==> src/rtl/cpu_pkg.sv <==
// Shared CPU definitions: hazard FSM state encoding, register-address width
// and the canonical NOP used when the front end is cleared.
package cpu_pkg;
  localparam int REG_AW = 5;
  localparam int MC_CW  = 4;
  localparam logic [31:0] NOP = 32'h0000_0013;

  typedef enum logic [1:0] {
    RUN      = 2'd0,
    MC_WAIT  = 2'd1,
    MEM_WAIT = 2'd2,
    MEM_MC   = 2'd3
  } hz_state_e;
endpackage

==> src/rtl/hazard_ctrl_detect.sv <==
// Combinational load-use comparator: the load in EX writes a register the
// instruction in ID reads. x0 never creates a dependency.
module hz_detect #(
  parameter int REG_AW = 5
) (
  input  logic              idex_memread_i,
  input  logic [REG_AW-1:0] idex_rd_i,
  input  logic [REG_AW-1:0] id_rs1_i,
  input  logic [REG_AW-1:0] id_rs2_i,
  output logic              load_use_o
);
  assign load_use_o = idex_memread_i && (idex_rd_i != '0) &&
                      ((idex_rd_i == id_rs1_i) || (idex_rd_i == id_rs2_i));
endmodule

==> src/rtl/hazard_ctrl.sv <==
// Pipeline hazard controller: advance/hold/flush decisions for the front end,
// with an FSM sequencing multi-cycle EX ops and data-memory waits.
module hazard_ctrl #(
  parameter int MC_LAT = 4,
  parameter int REG_AW = cpu_pkg::REG_AW,
  parameter int CNT_W  = 16
) (
  input  logic              clk_i,
  input  logic              rst_n_i,
  input  logic [REG_AW-1:0] id_rs1_i,
  input  logic [REG_AW-1:0] id_rs2_i,
  input  logic              idex_memread_i,
  input  logic [REG_AW-1:0] idex_rd_i,
  input  logic              branch_taken_i,
  input  logic              mc_start_i,
  input  logic              mem_busy_i,
  output logic              pc_write_o,
  output logic              ifid_write_o,
  output logic              ifid_flush_o,
  output logic              stall_select_o,
  output logic              flush_select_o,
  output logic              pipe_freeze_o,
  output logic              exmem_bubble_o,
  output logic [CNT_W-1:0]  stall_cnt_o
);
  import cpu_pkg::*;

  hz_state_e          state_q, state_d;
  logic [MC_CW-1:0]   cnt_q, cnt_d;
  logic [CNT_W-1:0]   stall_cnt_q, stall_cnt_d;
  logic               load_use;
  logic               mc_active;

  hz_detect #(.REG_AW(REG_AW)) u_detect (
    .idex_memread_i (idex_memread_i),
    .idex_rd_i      (idex_rd_i),
    .id_rs1_i       (id_rs1_i),
    .id_rs2_i       (id_rs2_i),
    .load_use_o     (load_use)
  );

  // The cycle leaving MEM_MC behaves as an MC_WAIT cycle so a memory wait adds
  // exactly its own length to the multi-cycle hold.
  assign mc_active = (state_q == MC_WAIT) || (state_q == MEM_MC);

  always_comb begin
    pc_write_o     = 1'b1;
    ifid_write_o   = 1'b1;
    ifid_flush_o   = 1'b0;
    stall_select_o = 1'b0;
    pipe_freeze_o  = 1'b0;
    exmem_bubble_o = 1'b0;
    state_d        = state_q;
    cnt_d          = cnt_q;
    if (mem_busy_i) begin
      pc_write_o    = 1'b0;
      ifid_write_o  = 1'b0;
      pipe_freeze_o = 1'b1;
      state_d       = mc_active ? MEM_MC : MEM_WAIT;
    end else if (mc_active) begin
      pc_write_o     = 1'b0;
      ifid_write_o   = 1'b0;
      exmem_bubble_o = 1'b1;
      cnt_d          = cnt_q - MC_CW'(1);
      state_d        = (cnt_q == MC_CW'(1)) ? RUN : MC_WAIT;
    end else begin
      state_d = RUN;
      if (load_use) begin
        pc_write_o     = 1'b0;
        ifid_write_o   = 1'b0;
        stall_select_o = 1'b1;
      end else if (branch_taken_i) begin
        ifid_flush_o = 1'b1;
      end
      if (mc_start_i) begin
        cnt_d   = MC_CW'(MC_LAT - 1);
        state_d = MC_WAIT;
      end
    end
  end

  assign flush_select_o = 1'b0;

  always_comb begin
    stall_cnt_d = stall_cnt_q;
    if (!pc_write_o && (stall_cnt_q != '1)) stall_cnt_d = stall_cnt_q + CNT_W'(1);
  end

  always_ff @(posedge clk_i or negedge rst_n_i) begin
    if (!rst_n_i) begin
      state_q     <= RUN;
      cnt_q       <= '0;
      stall_cnt_q <= '0;
    end else begin
      state_q     <= state_d;
      cnt_q       <= cnt_d;
      stall_cnt_q <= stall_cnt_d;
    end
  end

  assign stall_cnt_o = stall_cnt_q;
endmodule

==> config.mk <==
export PLATFORM = sky130hd
export DESIGN_NAME = hazard_ctrl
export DESIGN_NICKNAME = d
export VERILOG_FILES = /design/src/rtl/cpu_pkg.sv /design/src/rtl/hazard_ctrl_detect.sv /design/src/rtl/hazard_ctrl.sv
export SDC_FILE = /design/constraint.sdc
export NUM_CORES = 1
export LEC_CHECK = 0
export ABC_CLOCK_PERIOD_IN_PS = 6900
export CORE_MARGIN = 8
export CORE_UTILIZATION = 35
export CTS_CLUSTER_DIAMETER = 30
export DETAILED_ROUTE_END_ITERATION = 10
export PLACE_DENSITY = 0.65
export SYNTH_ARGS = -nofsm -noshare
export SYNTH_HDL_FRONTEND = slang
export SYNTH_SLANG_ARGS = --single-unit
==> constraint.sdc <==
create_clock -name clk_i -period 6.9 [get_ports clk_i]
set_input_delay 1.38 -clock clk_i [delete_from_list [all_inputs] [get_ports clk_i]]
set_output_delay 1.38 -clock clk_i [all_outputs]
set_load 0.005 [all_outputs]
==> results.ini <==
[timing]
hold_ws_ns=0.4950
tns_ns=0
clock_skew_ns=0.001975
worst_slew_pin_slew_ns=0.9241
setup_violations=0
drv_slew=0
fin_crit_sh=0.7838
period_needed_ns=5.408
hold_viol_final=0
grt_setup_unrepaired=no
slew_headroom=0.3820
max_freq_ghz=0.1849

[setup_path]
r2r_start=stall_cnt_o[4]
crit_fanout=20
reg2reg_depth=6
path_class=primary input to primary output
setup.worst_path.start_class=primary input
cp-endpoint=ifid_flush_o
timing.rr.end=stall_cnt_o[9]
critPathArrivalTime_ns=4.03
rrSetupSlack_ns=4.91
cp-end-kind=primary output
crit_start=idex_rd_i[0]
cp.required_ns=5.52

[cells_and_area]
num_antenna_cells=0
drive_above_1_share=0.04969
syn_to_final_growth_pct=38.17
layout.nets=186

[power_and_ir_drop]
powerDensity_mw_per_mm2=301.1
ir_drop_mv=0.07849
p_leak_nw=0.6797

[floorplanning]
fp.coreArea_mm2=0.003337
dieArea_mm2=0.005617
rows=21
fp.dieW_um=74.95
dieHeight_um=74.95
initial_core_util=0.3645
pin_count=44

[global_route]
grt_first_pass_wirelength_mm=4.554
grt_pass1_vias=1088
antenna_found_initial=0
grt_max_degree=22
grt_use_total=0.1025
overflow=0

[yosys]
postSynthNetCount=145
yosysWarnings=0
ys_seq_elements=21
netlist_area_mm2=0.001216
syn_avg_cell_area_um2=10.05
seq_area_frac_synth=0.4321
syn_inst=121
synth_cell_types=38

[clocking]
clkSlewWorstSetupHoldPaths_ns=0.12
cts_resized=0
clkLatencyLatePin_ns=0.30
htreeDepth=1
cts_inserted_buffers=3
clock-root-buffer=clkbuf_4
cts_tree=yes
post_cts.repair.setup_buffers=0
cts_sinks=21
ctsHoldBuffers=0
clk_path_buf_depth=2

[hold_path]
worst_hold_path_type=register to register
hold_start=stall_cnt_o[9]

[routing]
drt_wl_total_mm=2.720
dr.pass1.iters=4
viasPerCell=4.942
drcViolationCount=0
ant_nets=0
drt_iter0_markers=51
vias=1023
wl_per_cell_um=13.14

[job]
drv_cap=0

[placement]
dp_hpwl_mm=2.178
port_buffers=42
routabilityCongestion=0.7493

[run_status]
status=completed

power by group:
| part | leakage, nW | internal, mW | total (mW) | switching, mW |
|---|---|---|---|---|
| logic | 0.419 | 0.139 | 0.223 | 0.0841 |
| registers | 0.243 | 0.168 | 0.224 | 0.0555 |
| clock network | 0.0177 | 0.0216 | 0.0589 | 0.0373 |
| total | 0.680 | 0.329 | 0.506 | 0.177 |
cell families (layout without fill, tap and decap cells):
kind of cell	count (synthesis)	count (layout)	synth area share
AO/OA/AOI/OAI	12	12	0.08644
XOR/XNOR	23	23	0.1656
adder cells (fa/ha/maj)	3	3	0.03087
buffers and inverters	9	49	0.04321
flip-flops	21	21	0.4321
multiplexers	3	3	0.02983
other	1	1	0.003083
AND/OR/NAND/NOR	49	49	0.2089
cell type report:
| type | count | area, um2 |
|---|---|---|
| Timing Repair Buffer | 42 | 420.4 |
| Clock inverter | 1 | 5.005 |
| Inverter | 3 | 11.26 |
| Tap cell | 46 | 57.56 |
| Sequential cell | 21 | 525.5 |
| Fill cell | 325 | 1657 |
| Clock buffer | 3 | 22.52 |
| Multi-Input combinational cell | 91 | 638.1 |
per-layer routing:
metal	vias up	GRT usage	wire length [um]
met5	-	0	0
met4	0	0.05217	35
met3	2	0.03462	329
met2	48	0.1775	1262
met1	479	0.1073	1094
li1	494	-	-
worst min path at each step:
stage	to	slack, ns	cells past startpoint
2_1_floorplan	stall_cnt_o[9]	0.48	1
3_3_place_gp	stall_cnt_o[11]	0.48	1
3_5_place_dp	stall_cnt_o[11]	0.48	1
4_1_cts	stall_cnt_o[15]	0.50	1
5_1_grt	stall_cnt_o[11]	0.53	1
6_report	stall_cnt_o[9]	0.50	1
registers in the layout, indices dropped and copies added (netlist names):
signal / cells
cnt_q: 4
stall_cnt_o: 16
state_q: 1
Yosys cell counts:
master / n / area (um2)
nor2b_2: 1 / 8.760
or4_1: 1 / 7.510
nor4_1: 1 / 6.260
o22ai_1: 1 / 6.260
buf_6: 1 / 11.26
or3_1: 1 / 6.260
o22a_1: 2 / 17.52
xor2_1: 13 / 113.9
a22o_1: 2 / 17.52
xnor2_1: 10 / 87.58
nor2_1: 5 / 18.77
o21ai_0: 1 / 5.000
nand3_1: 7 / 35.03
ha_1: 3 / 37.54
buf_4: 3 / 22.52
mux2_4: 1 / 15.01
nor3_1: 10 / 50.05
a22oi_1: 1 / 7.510
and3_1: 2 / 12.51
nand2_1: 11 / 41.29
conb_1: 1 / 3.750
nand3b_1: 1 / 7.510
and2_1: 1 / 6.260
inv_1: 3 / 11.26
o21a_1: 1 / 7.510
nand2b_1: 1 / 6.260
mux2_2: 1 / 11.26
nor4b_1: 1 / 8.760
dfrtp_1: 21 / 525.5
nand4_1: 2 / 12.51
clkbuf_1: 2 / 7.510
o41ai_1: 1 / 8.760
a211oi_4: 1 / 20.02
nor2b_1: 3 / 18.77
nor3b_1: 1 / 7.510
mux2i_1: 1 / 10.01
a21o_1: 1 / 7.510
o21bai_1: 1 / 7.510
layout by cell type, fill, tap and decap left out, types with 2 or more instances in the layout:
master	n
inv_1	3
nand2_1	11
xnor2_1	10
clkdlybuf4s50_1	42
nand3_1	7
dfrtp_1	21
nor2_1	5
ha_1	3
nor2b_1	3
nand4_1	2
o22a_1	2
and3_1	2
a22o_1	2
clkbuf_4	3
xor2_1	13
nor3_1	10
worst max-delay path: stages:
cell,delay (ns)
clkdlybuf4s50_1,0.46
or4_1,0.55
o21a_1,0.22
a211oi_4,0.68
and2_1,0.23
clkdlybuf4s50_1,0.50
stage by stage:
| step | setup slack [ns] | std cells | power, mW | util | instance area, um2 |
|---|---|---|---|---|---|
| finish | 1.492 | 207 | 0.5060 | 0.5036 | 1680 |
| global route | 1.375 | 207 | 0.5458 | 0.5036 | 1680 |
| CTS | 1.482 | 207 | 0.5134 | 0.5036 | 1680 |
| detailed placement | 1.483 | 203 | 0.4535 | 0.4953 | 1653 |
| global placement | 1.529 | 203 | 0.4443 | 0.4953 | 1653 |
| floorplan | 2.685 | 121 | 0.3422 | - | 1216 |
Power figures use the tool's default switching activity.
